`config.mk`:
```
export PLATFORM = sky130hd
export DESIGN_NAME = hazard_scoreboard
export DESIGN_NICKNAME = d
export VERILOG_FILES = /design/src/rtl/hazard_scoreboard_pkg.sv /design/src/rtl/hazard_scoreboard_sat_counter.sv /design/src/rtl/hazard_scoreboard.sv
export SDC_FILE = /design/constraint.sdc
export NUM_CORES = 1
export LEC_CHECK = 0
export CORE_UTILIZATION = 58
export DETAILED_ROUTE_END_ITERATION = 8
export GPL_TIMING_DRIVEN = 1
export PLACE_DENSITY = 0.87
export SLEW_MARGIN = 40
export SYNTH_ARGS = -nofsm -noshare
export SYNTH_HDL_FRONTEND = slang
export SYNTH_SLANG_ARGS = --single-unit
```
`constraint.sdc`:
```
create_clock -name clk_i -period 12.45 [get_ports clk_i]
set_clock_uncertainty 0.05 [all_clocks]
set_input_delay 1.8675 -clock clk_i [delete_from_list [all_inputs] [get_ports clk_i]]
set_output_delay 1.8675 -clock clk_i [all_outputs]
set_load 0.02 [all_outputs]
```
`src/rtl/hazard_scoreboard_pkg.sv`:
```
// Shared definitions for the hazard scoreboard: register file geometry,
// address type and the default in-flight limit.
package hazard_scoreboard_pkg;

  localparam int unsigned NUM_REGS            = 32;
  localparam int unsigned MAX_OUTSTANDING_DEF = 2;
  // Sized for the whole register file so the count can never wrap.
  localparam int unsigned CNT_W               = $clog2(NUM_REGS + 1);

  typedef logic [4:0] reg_addr_t;

  function automatic logic [NUM_REGS-1:0] reg_onehot(input reg_addr_t addr);
    logic [NUM_REGS-1:0] mask;
    mask       = '0;
    mask[addr] = 1'b1;
    return mask;
  endfunction

endpackage

```
`src/rtl/hazard_scoreboard_sat_counter.sv`:
```
// Saturating up-counter with synchronous clear; holds at all-ones.
module sat_counter #(
  parameter int unsigned WIDTH = 32
) (
  input  logic             clk_i,
  input  logic             clr_i,
  input  logic             inc_i,
  output logic [WIDTH-1:0] count_o
);

  logic [WIDTH-1:0] count_q;

  always_ff @(posedge clk_i) begin
    if (clr_i) begin
      count_q <= '0;
    end else if (inc_i && (count_q != '1)) begin
      count_q <= count_q + WIDTH'(1);
    end
  end

  assign count_o = count_q;

endmodule

```
`src/rtl/hazard_scoreboard.sv`:
```
// Tracks pending long-latency register writes and stalls the ID stage on
// RAW, WAW and capacity hazards; writebacks in flight are bypassed.
module hazard_scoreboard
  import hazard_scoreboard_pkg::*;
#(
  parameter int unsigned MAX_OUTSTANDING = MAX_OUTSTANDING_DEF
) (
  input  logic        clk_i,
  input  logic        rst_i,
  input  logic        id_valid_i,
  input  reg_addr_t   id_rs1_addr_i,
  input  reg_addr_t   id_rs2_addr_i,
  input  logic        id_rs1_used_i,
  input  logic        id_rs2_used_i,
  input  reg_addr_t   id_rd_addr_i,
  input  logic        id_write_rd_i,
  input  logic        id_long_lat_i,
  input  logic        ex_ready_i,
  input  logic        flush_i,
  input  logic        wb_done_i,
  input  reg_addr_t   wb_rd_addr_i,
  output logic        stall_o,
  output logic        busy_o,
  output logic [31:0] pending_o,
  output logic [31:0] stall_cycles_o,
  output logic        err_o
);

  logic [NUM_REGS-1:0] pending_q, pending_d, busy_mask;
  logic [CNT_W-1:0]    count_q;
  logic                err_q;
  logic                wb_hit, set_en, issue;
  logic                raw1, raw2, waw, cap;

  // Bit 0 of pending_q is never set, so a writeback to x0 is never a hit.
  always_comb begin
    wb_hit    = wb_done_i && pending_q[wb_rd_addr_i];
    busy_mask = pending_q & ~(wb_done_i ? reg_onehot(wb_rd_addr_i) : '0);
    raw1      = id_rs1_used_i && (id_rs1_addr_i != '0) && busy_mask[id_rs1_addr_i];
    raw2      = id_rs2_used_i && (id_rs2_addr_i != '0) && busy_mask[id_rs2_addr_i];
    waw       = id_write_rd_i && (id_rd_addr_i != '0) && busy_mask[id_rd_addr_i];
    cap       = id_long_lat_i && id_write_rd_i && !wb_done_i &&
                (count_q == CNT_W'(MAX_OUTSTANDING));
    stall_o   = id_valid_i && (raw1 || raw2 || waw || cap);
    issue     = id_valid_i && ex_ready_i && !stall_o && !flush_i;
    set_en    = issue && id_long_lat_i && id_write_rd_i && (id_rd_addr_i != '0);
  end

  // Clear before set so a same-cycle set/clear of one register leaves it pending.
  always_comb begin
    pending_d = pending_q;
    if (wb_hit) pending_d[wb_rd_addr_i] = 1'b0;
    if (set_en) pending_d[id_rd_addr_i] = 1'b1;
    pending_d[0] = 1'b0;
  end

  always_ff @(posedge clk_i) begin
    if (rst_i) begin
      pending_q <= '0;
      count_q   <= '0;
      err_q     <= 1'b0;
    end else begin
      pending_q <= pending_d;
      case ({set_en, wb_hit})
        2'b10:   count_q <= count_q + CNT_W'(1);
        2'b01:   count_q <= count_q - CNT_W'(1);
        default: count_q <= count_q;
      endcase
      if (wb_done_i && !wb_hit) err_q <= 1'b1;
    end
  end

  sat_counter #(
    .WIDTH (32)
  ) u_stall_cnt (
    .clk_i   (clk_i),
    .clr_i   (rst_i),
    .inc_i   (stall_o),
    .count_o (stall_cycles_o)
  );

  assign busy_o    = (count_q != '0);
  assign pending_o = pending_q;
  assign err_o     = err_q;

endmodule

```
==> impl_metrics.ini, run 1 <==
[outcome]
status = complete, but fails checks
violations = DRC

[worst_hold_path]
hold_start = count_q[5]$_SDFFE_PP0P_
whs_endpoint = count_q[5]$_SDFFE_PP0P_
hold_class = reg -> reg
min_path_cells = 2

[synth]
yosysSeqAreaShare = 0.259
synth.net_count = 713
yosysWarnings = 0
ys_dominant_reg_cell = dfxtp_1
yosysTopAreaCellShare = 0.259
netlist_instances = 676
synth_cell_type_count = 83
synth_area_um2 = 5410
synthArstFlopShare = 0
avgSynthCellArea_um2 = 8.00
synth.largest_area_cell = dfxtp_1
synth_edf_count = 0
ys_ff_latch = 70
synth.area.top_cells = dfxtp_1 26%, a21oi_1 5.6%, mux2i_1 5.2%

[pwr]
pwr-share-seq = 0.436
power_switching_mw = 0.152
p_sw_frac = 0.292
cellLeakagePower_nw = 2.14
clkPwrFrac = 0.403
vdd_drop_max_uv = 64.7
power_density_nw_per_um2 = 80.9
intPower_mw = 0.369
combPwrFrac = 0.161

[global_route]
grt.overflow.total = 0
track_usage = 0.378
antenna_found_initial = 0
grt_max_degree = 80
grt_pass1_wl_um = 29200
grt_pass1_vias = 5595

[cells_and_area]
layout_common_cells = 90 x clkdlybuf4s50_1, 70 x dfxtp_1, 60 x a21oi_1
area_growth_pct = 18.9
diodes = 0
nNetsFinal = 768
layout-drive-gt1-share = 0.0774
final_common_cell = clkdlybuf4s50_1

[floorplan]
num_rows = 34
ios = 97
die_width_um = 98.5
dieArea_um2 = 9710
core_um2 = 8890
start_util = 0.608
die_h_um = 98.5

[timing]
finalHoldViolCount = 0
max_freq_mhz = 131
setup_tns_ns = 0
post-route-period-util = 0.613
fin_crit_ns = 7.64
tightestPinTransition_ns = 0.803
drv_slew = 0
slew_headroom = 0.464
rsz0062_at_grt = no
timing.final.ws_setup_ns = 4.81
setup_viol = 0

[route]
finalWirelength_um = 18400
drc_errors = 7
antenna_left = 0
routedWlPerCell_um = 21.8
viasPerCell = 7.09
drt_first_pass_iters = 8
drt-initial-drc-count = 501
vias = 5983

[place]
finalWeightedCongestion = 1.00
place_ws_ns = 4.66
port-buffer-count = 95
dpl.hpwl_um = 12900

[setup_path]
crit_path_max_incr_delay_ns = 0.97
ff2ff_path_depth = 17
crit_chain = clkdlybuf4s50_1 -> nand4_1 -> a221oi_1 -> a21oi_1 -> a31oi_1 -> nand4_1 -> o21ai_4 -> buf_4 -> inv_1 -> clkdlybuf4s50_1
r2r_start = pending_o[15]$_SDFF_PP0_
critPathSlowestCell = clkdlybuf4s50_1
criticalPathCategory = in -> out
r2r-end = count_q[5]$_SDFFE_PP0P_
startpoint_type = input port
path_max_fanout = 57
required_ns = 10.53
cp.arrival_ns = 5.72
setup.worst_path.end_class = output port
r2r_slack_ns = 8.35

[clock_tree]
clk_transition_reported_paths_ns = 0.08
cts_tree = done
clock_latency_ns = 0.35
hold_buffers = 0
cts-resized-gates = 0
root_buffer = clkbuf_8
cts_max_level = 3
clockBufferDepth = 2
clock_sinks = 70
post_cts_buffers = 0
numCtsBuffers = 9

[job]
cap_violations = 0
[Yosys cell counts, types with 6 or more instances]
cell,n
nand2_1,37
nor2b_1,19
buf_4,8
o21ai_1,11
ha_1,6
clkbuf_1,17
dfxtp_1,70
nor3b_1,6
a31oi_1,10
nand4_1,18
buf_2,25
mux2_1,6
mux2_2,6
buf_6,6
inv_1,14
and2_1,6
mux4_2,7
nor3_1,14
mux2i_1,28
and3_1,12
or4_1,22
o31ai_1,21
nand2b_1,7
nor2_1,48
a311oi_1,11
nand3_1,38
a21oi_1,60
o21ai_0,30
[per-layer routing]
metal	routed length [µm]	GRT usage
met5	0	0
met4	980	0.217
met3	1750	0.0723
met2	8550	0.627
met1	7120	0.460
[how the worst max path moves through the flow]
stage	to	slack, ns	startpoint	cells past startpoint
floorplan	stall_o	6.71	id_rd_addr_i[0]	11
finish	stall_o	4.81	wb_rd_addr_i[2]	10
global placement	stall_o	4.84	id_rs1_addr_i[0]	11
CTS	stall_o	4.67	id_rs1_addr_i[0]	11
detailed placement	stall_o	4.66	id_rs1_addr_i[0]	11
global route	stall_o	4.61	wb_rd_addr_i[2]	11
[registers in the layout, summed over array words and instances (netlist names)]
register / flops
u_stall_cnt.count_o: 32
pending_o: 31
count_q: 6
err_o: 1
[power groups by stage]
stage | sequential, mW | combinational (mW) | clock (mW)
floorplan | 0.233 | 0.0570 | 0
CTS | 0.227 | 0.0819 | 0.213
global route | 0.227 | 0.0889 | 0.221
detailed placement | 0.232 | 0.0816 | 0
global placement | 0.232 | 0.0807 | 0
finish | 0.227 | 0.0840 | 0.210
[critical path: cells and delay by family]
| family | cells | cell delay (ns) |
|---|---|---|
| buffers and inverters | 4 | 2.10 |
| AOI/OAI and AO/OA | 4 | 0.99 |
| and+or+nand+nor | 2 | 0.72 |
[cell families after synthesis]
family	share of synthesized area
and+or+nand+nor	0.284
DFF	0.259
other	0.000694
muxes	0.112
xor gates and xnor gates	0.0176
adders and majority gates	0.0176
AOI/OAI and AO/OA	0.239
buffers and inverters	0.0704
[per-stage QoR]
step | area, µm² | total power [mW] | hold slack (ns) | cells | util
2_1_floorplan | 5410 | 0.290 | 0.417 | 676 | -
3_3_place_gp | 6220 | 0.313 | 0.420 | 828 | 0.699
3_5_place_dp | 6210 | 0.314 | 0.437 | 828 | 0.699
4_1_cts | 6430 | 0.521 | 0.453 | 844 | 0.723
5_1_grt | 6430 | 0.537 | 0.476 | 844 | 0.723
6_report | 6430 | 0.520 | 0.447 | 844 | 0.723
[area by class of cell]
class	instances	area, µm²
Tap cell	108	135
Multi-Input combinational cell	533	3640
Clock inverter	6	93.8
Timing Repair Buffer	102	978
Clock buffer	10	128
Fill cell	713	2460
Sequential cell	70	1400
Inverter	15	56.3
(Power assumes the default switching activity.)
==> run 2, diff against run 1 <==
--- a/config.mk
+++ b/config.mk
@@ -5,10 +5,10 @@
 export SDC_FILE = /design/constraint.sdc
 export NUM_CORES = 1
 export LEC_CHECK = 0
-export CORE_UTILIZATION = 58
+export CORE_UTILIZATION = 54
 export DETAILED_ROUTE_END_ITERATION = 8
 export GPL_TIMING_DRIVEN = 1
-export PLACE_DENSITY = 0.87
+export PLACE_DENSITY = 0.82
 export SLEW_MARGIN = 40
 export SYNTH_ARGS = -nofsm -noshare
 export SYNTH_HDL_FRONTEND = slang
==> constraint.sdc (replaced) <==
create_clock -name clk_i -period 7.9 [get_ports clk_i]
set_clock_uncertainty 0.05 [all_clocks]
set_input_delay 1.185 -clock clk_i [delete_from_list [all_inputs] [get_ports clk_i]]
set_output_delay 1.185 -clock clk_i [all_outputs]
set_load 0.02 [all_outputs]
==> run 2 against run 1 <==
The flow now finishes without violations; combinational power rose by 56%; highest routed layer unchanged; cell area rose by 0.33%; non-clock buffer count did not move; clock-buffer cell count did not move; power rose by 54%; first-iteration DRC count rose by 10%.
==> impl_metrics.ini, run 2 (synthesized netlist as in run 1, its figures left out) <==
[outcome]
status = finished, final reports clean

[clock_tree]
cts_max_level = 3
clockBufferDepth = 2
clk_transition_reported_paths_ns = 0.08
hold_buffers = 0
clock_sinks = 70
clock_latency_ns = 0.35
root_buffer = clkbuf_8
numCtsBuffers = 9
cts_tree = done
cts-resized-gates = 0
post_cts_buffers = 0

[floorplan]
die_width_um = 102
die_h_um = 102
ios = 97
core_um2 = 9730
num_rows = 36
dieArea_um2 = 10400
start_util = 0.556

[timing]
hold_slack_ns = 0.444
fin_crit_ns = 5.77
tightestPinTransition_ns = 0.809
post-route-period-util = 0.731
slew_headroom = 0.461
rsz0062_at_grt = no
setup_viol = 0
setup_tns_ns = 0
finalHoldViolCount = 0
max_freq_mhz = 173
drv_slew = 0
timing.final.ws_setup_ns = 2.13

[setup_path]
criticalPathCategory = in -> out
required_ns = 6.66
setup.worst_path.end_class = output port
startpoint_type = input port
path_max_fanout = 22
cp.arrival_ns = 4.54

[place]
place_ws_ns = 1.73
post_dp_cell_area_um2 = 6250
dp.cells = 853
finalWeightedCongestion = 0.970
port-buffer-count = 95
dpl.hpwl_um = 13000

[global_route]
grt_pass1_wl_um = 28000
track_usage = 0.347
grt_max_degree = 80
use_met1 = 0.468
use_met2 = 0.541
grt.overflow.total = 0
busiest_layer = met2
grt_pass1_vias = 5239
antenna_found_initial = 0
gr-usage-met3 = 0.0616

[route]
drt_first_pass_iters = 5
viasPerCell = 6.75
antenna_left = 0
routedWlPerCell_um = 20.8
vias = 5869
drc_errors = 0
finalWirelength_um = 18100
drt-initial-drc-count = 552

[cells_and_area]
nNetsFinal = 768
diodes = 0
layout_common_cells = 91 x clkdlybuf4s50_1, 70 x dfxtp_1, 60 x a21oi_1
largest_reg_flops = 32
multi_input_area_um2 = 3640
fin_cells = 869
area_growth_pct = 19.3
regArea_um2 = 1400
final_cell_area_um2 = 6450
final_common_cell = clkdlybuf4s50_1
layout-drive-gt1-share = 0.0774
final.fill_count = 863

[job]
cap_violations = 0

[pwr]
cellLeakagePower_nw = 2.14
power_density_nw_per_um2 = 124
vdd_drop_max_uv = 105

[worst_hold_path]
hold_class = reg -> reg
-- run 2: metrics by stage --
step / utilization / power (mW)
final: 0.663 / 0.800
after global routing: 0.663 / 0.828
after CTS: 0.664 / 0.797
after detailed placement: 0.643 / 0.493
after global placement: 0.642 / 0.492
after floorplan: - / 0.456
-- run 2: worst paths after layout --
check | from | endpoint | slack (ns) | cells past startpoint
setup / recovery | wb_rd_addr_i[0] | stall_o | 2.13 | 11
hold / removal | u_stall_cnt.count_o[17]$_SDFFE_PP0P_ | u_stall_cnt.count_o[17]$_SDFFE_PP0P_ | 0.44 | 2
setup reg to reg | pending_o[15]$_SDFF_PP0_ | count_q[5]$_SDFFE_PP0P_ | 3.82 | 17
hold reg to reg | u_stall_cnt.count_o[17]$_SDFFE_PP0P_ | u_stall_cnt.count_o[17]$_SDFFE_PP0P_ | 0.44 | 2
-- run 2: routing by layer --
layer  wire [µm]  share of wire
met1        7700           0.43
met4         700          0.039
met3        1490          0.082
met2        8190           0.45
met5           0              0
-- run 2: final cells by class --
type | count | area share
inverters | 15 | 0.00873
repair buffers | 102 | 0.152
well taps | 133 | 0.0258
clock inverters | 6 | 0.0107
multi-input cells | 533 | 0.564
flip-flops and latches | 70 | 0.217
clock buffers | 10 | 0.0213
-- run 2: worst max-delay path, cell delays in order --
cell and delay (ns):
clkdlybuf4s50_1 0.54, buf_4 0.36, nand2b_1 0.33, o21ai_0 0.53, mux2_2 0.26, a21oi_1 0.06
a31oi_1 0.18, nand4_1 0.23, o21ai_4 0.23, inv_1 0.08, clkdlybuf4s50_1 0.54
-- run 2: power breakdown --
group,switching [mW],internal (mW)
registers,0.00284,0.355
clock network,0.156,0.156
logic,0.0844,0.0463
total,0.243,0.557
==> run 3, diff against run 2 <==
==> constraint.sdc (replaced) <==
create_clock -name clk_i -period 5.75 [get_ports clk_i]
set_clock_uncertainty 0.05 [all_clocks]
set_input_delay 0.8625 -clock clk_i [delete_from_list [all_inputs] [get_ports clk_i]]
set_output_delay 0.8625 -clock clk_i [all_outputs]
set_load 0.02 [all_outputs]
==> run 3 against run 2 <==
Non-clock buffer count increased by 16; power rose by 34%; clock power is 24% higher; wire length is 4.2% higher; first-iteration DRC count increased by 0.54%; sequential power grew 37%; cell area up 1.8%; worst hold slack worse by 0.0046 ns; core utilization increased by 1.2 points; final cell count is 1.8% higher; highest routed layer unchanged; global-route usage increased by 1.7 points.
==> impl_metrics.ini, run 3 (synthesized netlist as in run 1, its figures left out) <==
[floorplan]
ios = 97
start_util = 0.556
dieArea_um2 = 10400
num_rows = 36
core_um2 = 9730
die_h_um = 102
die_width_um = 102

[route]
viasPerCell = 6.80
drt-initial-drc-count = 555
drc_errors = 0
finalWirelength_um = 18900
wirelength_met1_um = 7520
met3_wirelength_um = 1900
drt_first_pass_iters = 5
vias = 6015
antenna_left = 0
wl_met2_um = 8490
routedWlPerCell_um = 21.3
top_layer = met4

[timing]
slew_headroom = 0.459
setup_tns_ns = 0
tightestPinTransition_ns = 0.812
post-route-period-util = 0.907
fin_crit_ns = 5.21
max_freq_mhz = 192
finalHoldViolCount = 0
setup_viol = 0
drv_slew = 0
rsz0062_at_grt = no

[setup_path]
setup.worst_path.end_class = register
cp_num_buf_inv = 2
cp.arrival_ns = 5.45
startpoint_type = input port
path_common_cell = a21oi_1
crit_family = simple AND/OR/NAND/NOR gates
crit_chain = clkdlybuf4s50_1 -> or4b_1 -> o21ai_2 -> o22ai_1 -> nand4b_1 -> a31oi_1 -> nand4_1 -> nor3_2 -> inv_1 -> ha_1 -> ha_1 -> a21o_1 -> a21oi_1 -> o21bai_1 -> a21oi_1 -> xnor2_1 -> or3_1 -> a21oi_1
path_max_fanout = 20
critPathSlowestCell = or4b_1
crit_path_max_incr_delay_ns = 0.70
required_ns = 5.98
criticalPathCategory = in -> reg

[clock_tree]
cts-resized-gates = 0
root_buffer = clkbuf_8
cts_max_level = 3
clockBufferDepth = 2
clock_sinks = 70
clock_latency_ns = 0.37
numCtsBuffers = 9
clk_transition_reported_paths_ns = 0.09
post_cts_buffers = 0
cts_tree = done
hold_buffers = 0

[outcome]
status = finished, final reports clean

[cells_and_area]
layout_common_cells = 94 x clkdlybuf4s50_1, 70 x dfxtp_1, 60 x a21oi_1
final.fill_count = 832
fin_cells = 885
area_growth_pct = 21.5
multi_input_area_um2 = 3630
nNetsFinal = 784
final_common_cell = clkdlybuf4s50_1
regArea_um2 = 1400
layout-drive-gt1-share = 0.0918
largest_reg_flops = 32
diodes = 0

[pwr]
cellLeakagePower_nw = 2.20
power_density_nw_per_um2 = 164
vdd_drop_max_uv = 132

[global_route]
antenna_found_initial = 0
grt_pass1_wl_um = 28900
grt_max_degree = 80
grt.overflow.total = 0
track_usage = 0.364
grt_pass1_vias = 5509

[place]
dpl.hpwl_um = 13800
port-buffer-count = 95
dp.cells = 869
finalWeightedCongestion = 1.03

[worst_hold_path]
hold_class = reg -> reg

[job]
cap_violations = 0
==> run 3: cell types whose count changed in the layout (fill, tap and decap cells not counted), sizes merged <==
| cell | before | now |
|---|---|---|
| buf | 11 | 24 |
| clkdlybuf4s50 | 91 | 94 |
| inv | 16 | 19 |
| clkinv | 3 | 1 |
| bufinv | 1 | 0 |
| clkbuf | 10 | 9 |
| clkinvlp | 1 | 2 |
==> run 3: metal layers <==
layer  vias up  GRT usage
met5         -          0
met4         0      0.198
met3        91     0.0691
met2       378      0.567
met1      2823      0.475
li1       2723          -
==> run 3: path summary, 6_finish.rpt <==
check	from	depth (start not counted)	slack (ns)	endpoint
hold reg to reg	u_stall_cnt.count_o[30]$_SDFFE_PP0P_	2	0.44	u_stall_cnt.count_o[30]$_SDFFE_PP0P_
hold / removal	u_stall_cnt.count_o[30]$_SDFFE_PP0P_	2	0.44	u_stall_cnt.count_o[30]$_SDFFE_PP0P_
setup reg to reg	pending_o[15]$_SDFF_PP0_	16	1.62	count_q[5]$_SDFFE_PP0P_
setup / recovery	wb_rd_addr_i[3]	18	0.54	count_q[5]$_SDFFE_PP0P_
==> run 3: per-stage QoR <==
| step | hold slack [ns] | power, mW | cell area, µm² | setup slack, ns | utilization |
|---|---|---|---|---|---|
| after floorplan | 0.417 | 0.627 | 5410 | 1.28 | - |
| after global placement | 0.416 | 0.689 | 6380 | 0.372 | 0.656 |
| after detailed placement | 0.425 | 0.691 | 6380 | 0.270 | 0.656 |
| after CTS | 0.440 | 1.07 | 6570 | 0.645 | 0.675 |
| after global routing | 0.468 | 1.11 | 6570 | 0.408 | 0.675 |
| final | 0.440 | 1.07 | 6570 | 0.535 | 0.675 |
==> run 3: report_power, final <==
part | internal [mW] | switching, mW | total, mW
registers | 0.487 | 0.00373 | 0.491
clock network | 0.165 | 0.224 | 0.388
logic | 0.0722 | 0.123 | 0.195
==> run 3: worst register-to-register path: stages, from the launching register on <==
cell and delay, ns:
dfxtp_1 0.39, mux2_1 0.34, o311ai_0 0.59, a221oi_1 0.15, nand4_1 0.15, and4bb_4 0.23, nor3_2 0.24, inv_1 0.07
ha_1 0.25, ha_1 0.29, a21o_1 0.18, a21oi_1 0.25, o21bai_1 0.10, a21oi_1 0.19, xnor2_1 0.09, or3_1 0.32
a21oi_1 0.17
==> run 3: layout make-up <==
class,instances,share of cell area
clock buffers,9,0.0189
clock inverters,7,0.00933
inverters,15,0.00857
multi-input cells,533,0.552
flip-flops and latches,70,0.213
well taps,133,0.0253
repair buffers,118,0.172
==> variant (flow settings as in run 2) <==
`pending_q` no longer has a reset.
--- a/src/rtl/hazard_scoreboard.sv
+++ b/src/rtl/hazard_scoreboard.sv
@@ -58,3 +58,2 @@
     if (rst_i) begin
-      pending_q <= '0;
       count_q   <= '0;
@@ -62,3 +61,2 @@
     end else begin
-      pending_q <= pending_d;
       case ({set_en, wb_hit})
@@ -70,2 +68,6 @@
     end
+  end
+
+  always_ff @(posedge clk_i) begin
+    pending_q <= pending_d;
   end
Formal check against the unedited RTL: not equivalent (a bounded check fails within 4 cycles, from zero or initial values and one cycle with rst_i high).
==> variant against run 2 <==
  * Setup slack lost 0.18 ns
  * Global-route usage fell by 0.89 points
  * Final area is 4.2% lower
  * Sequential power up 3%
  * Sequential cell count unchanged
  * Synthesized area decreased by 5.3%
  * Combinational power is 15% higher
  * Wire length shrank 9.4%
  * Largest cell class unchanged
  * Total power rose by 5.1%
==> variant: results (changes against run 2) <==
stage,metric,value,unit,change
logic_synthesis,post-synthesis cell type count,71,,-14%
power_and_ir_drop,leak pwr,2.15,nW,+0.47%
logic_synthesis,syn nets,657,,-7.9%
route,Wirelength per Cell,20.5,µm,-1.3%
route,routed vias,5484,,-6.6%
global_route,largest net degree at the start of global routing,52,,-35%
logic_synthesis,multiplexer share of the synthesized area,0.142,,+0.0309
finish,share of cells above drive strength 1,0.0830,,+0.00552
global_route,vias in the first global route,5158,,-1.5%
setup_path,R2R Setup Slk,3.72,ns,-0.10 ns
logic_synthesis,XOR/XNOR Fraction of Synth Area,0.0208,,+0.00318
min_path,Worst Min Path Start,err_o$_SDFFE_PP0P_,,
sta,Slew HR,0.565,,+0.104
min_path,Worst Hold Endpoint,err_o$_SDFFE_PP0P_,,
setup_path,CP arrival,4.72,ns,+0.18 ns
route,DRT Pass-1 Iters,6,,+1
logic_synthesis,Synth Area in Adders,0.0186,,+0.000984
global_route,first-pass GRT wire length,26300,µm,-5.9%
logic_synthesis,post-synthesis compound-gate area fraction,0.213,,-0.0260
status,status,"finished, final reports clean",,
placement,post-DP HPWL,11800,µm,-9.0%
sta,hold_ws,0.424,ns,-0.0205 ns
power_and_ir_drop,VDD IR max,0.102,mV,-2.5%
setup_path,R2R depth,16,,-1
setup_path,"Max FO, Critical Path",15,,-32%
[variant: cell type report]
cell class | instances | area share
timing repair buffer | 98 | 0.153
clock inverter | 5 | 0.0136
tap | 111 | 0.0225
multi-input combinational | 489 | 0.552
clock buffer | 10 | 0.0223
sequential | 70 | 0.227
inverter | 15 | 0.00911
[variant: how the worst max path moves through the flow]
stage	from	to	slack [ns]	depth (start not counted)
6_report	wb_done_i	stall_o	1.95	10
5_1_grt	wb_done_i	count_q[5]$_SDFFE_PP0P_	1.77	18
4_1_cts	wb_done_i	stall_o	2.05	10
3_5_place_dp	wb_done_i	count_q[5]$_SDFFE_PP0P_	1.82	18
3_3_place_gp	wb_rd_addr_i[0]	count_q[5]$_SDFFE_PP0P_	1.63	18
2_1_floorplan	wb_rd_addr_i[3]	count_q[5]$_SDFFE_PP0P_	3.05	19
[variant: routing by layer]
layer / share of wire / up-vias / GRT usage
met5: 0 / - / 0
met4: 0.046 / 0 / 0.169
met3: 0.10 / 78 / 0.0654
met2: 0.46 / 359 / 0.534
met1: 0.40 / 2565 / 0.441
li1: - / 2482 / -
[variant: critical path, delay by kind of cell]
kind | cells | cell delay, ns
simple gates | 5 | 1.46
buf+inv | 2 | 1.34
compound gates | 3 | 0.74
[variant: metrics by stage]
| step | std cells | setup WS [ns] | power (mW) | cell area, µm² |
|---|---|---|---|---|
| after floorplan | 620 | 3.05 | 0.475 | 5120 |
| after global placement | 783 | 1.63 | 0.524 | 5980 |
| after detailed placement | 783 | 1.82 | 0.524 | 5970 |
| after CTS | 798 | 2.05 | 0.844 | 6190 |
| after global routing | 798 | 1.77 | 0.874 | 6180 |
| final | 798 | 1.95 | 0.841 | 6180 |
[variant: kinds of logic (layout without fill, tap and decap cells)]
| group | count (synthesis) | after routing |
|---|---|---|
| compound gates | 170 | 170 |
| flops | 70 | 70 |
| mux | 58 | 58 |
| simple gates | 243 | 243 |
| xor+xnor | 10 | 10 |
| other cells | 1 | 1 |
| buf+inv | 61 | 128 |
| fa+ha+maj | 7 | 7 |
[variant: power by group through the flow]
stage	logic, mW	registers [mW]	clock network, mW
2_1_floorplan	0.0957	0.380	0
3_3_place_gp	0.148	0.376	0
3_5_place_dp	0.147	0.376	0
4_1_cts	0.148	0.368	0.329
5_1_grt	0.160	0.369	0.345
6_report	0.150	0.369	0.322
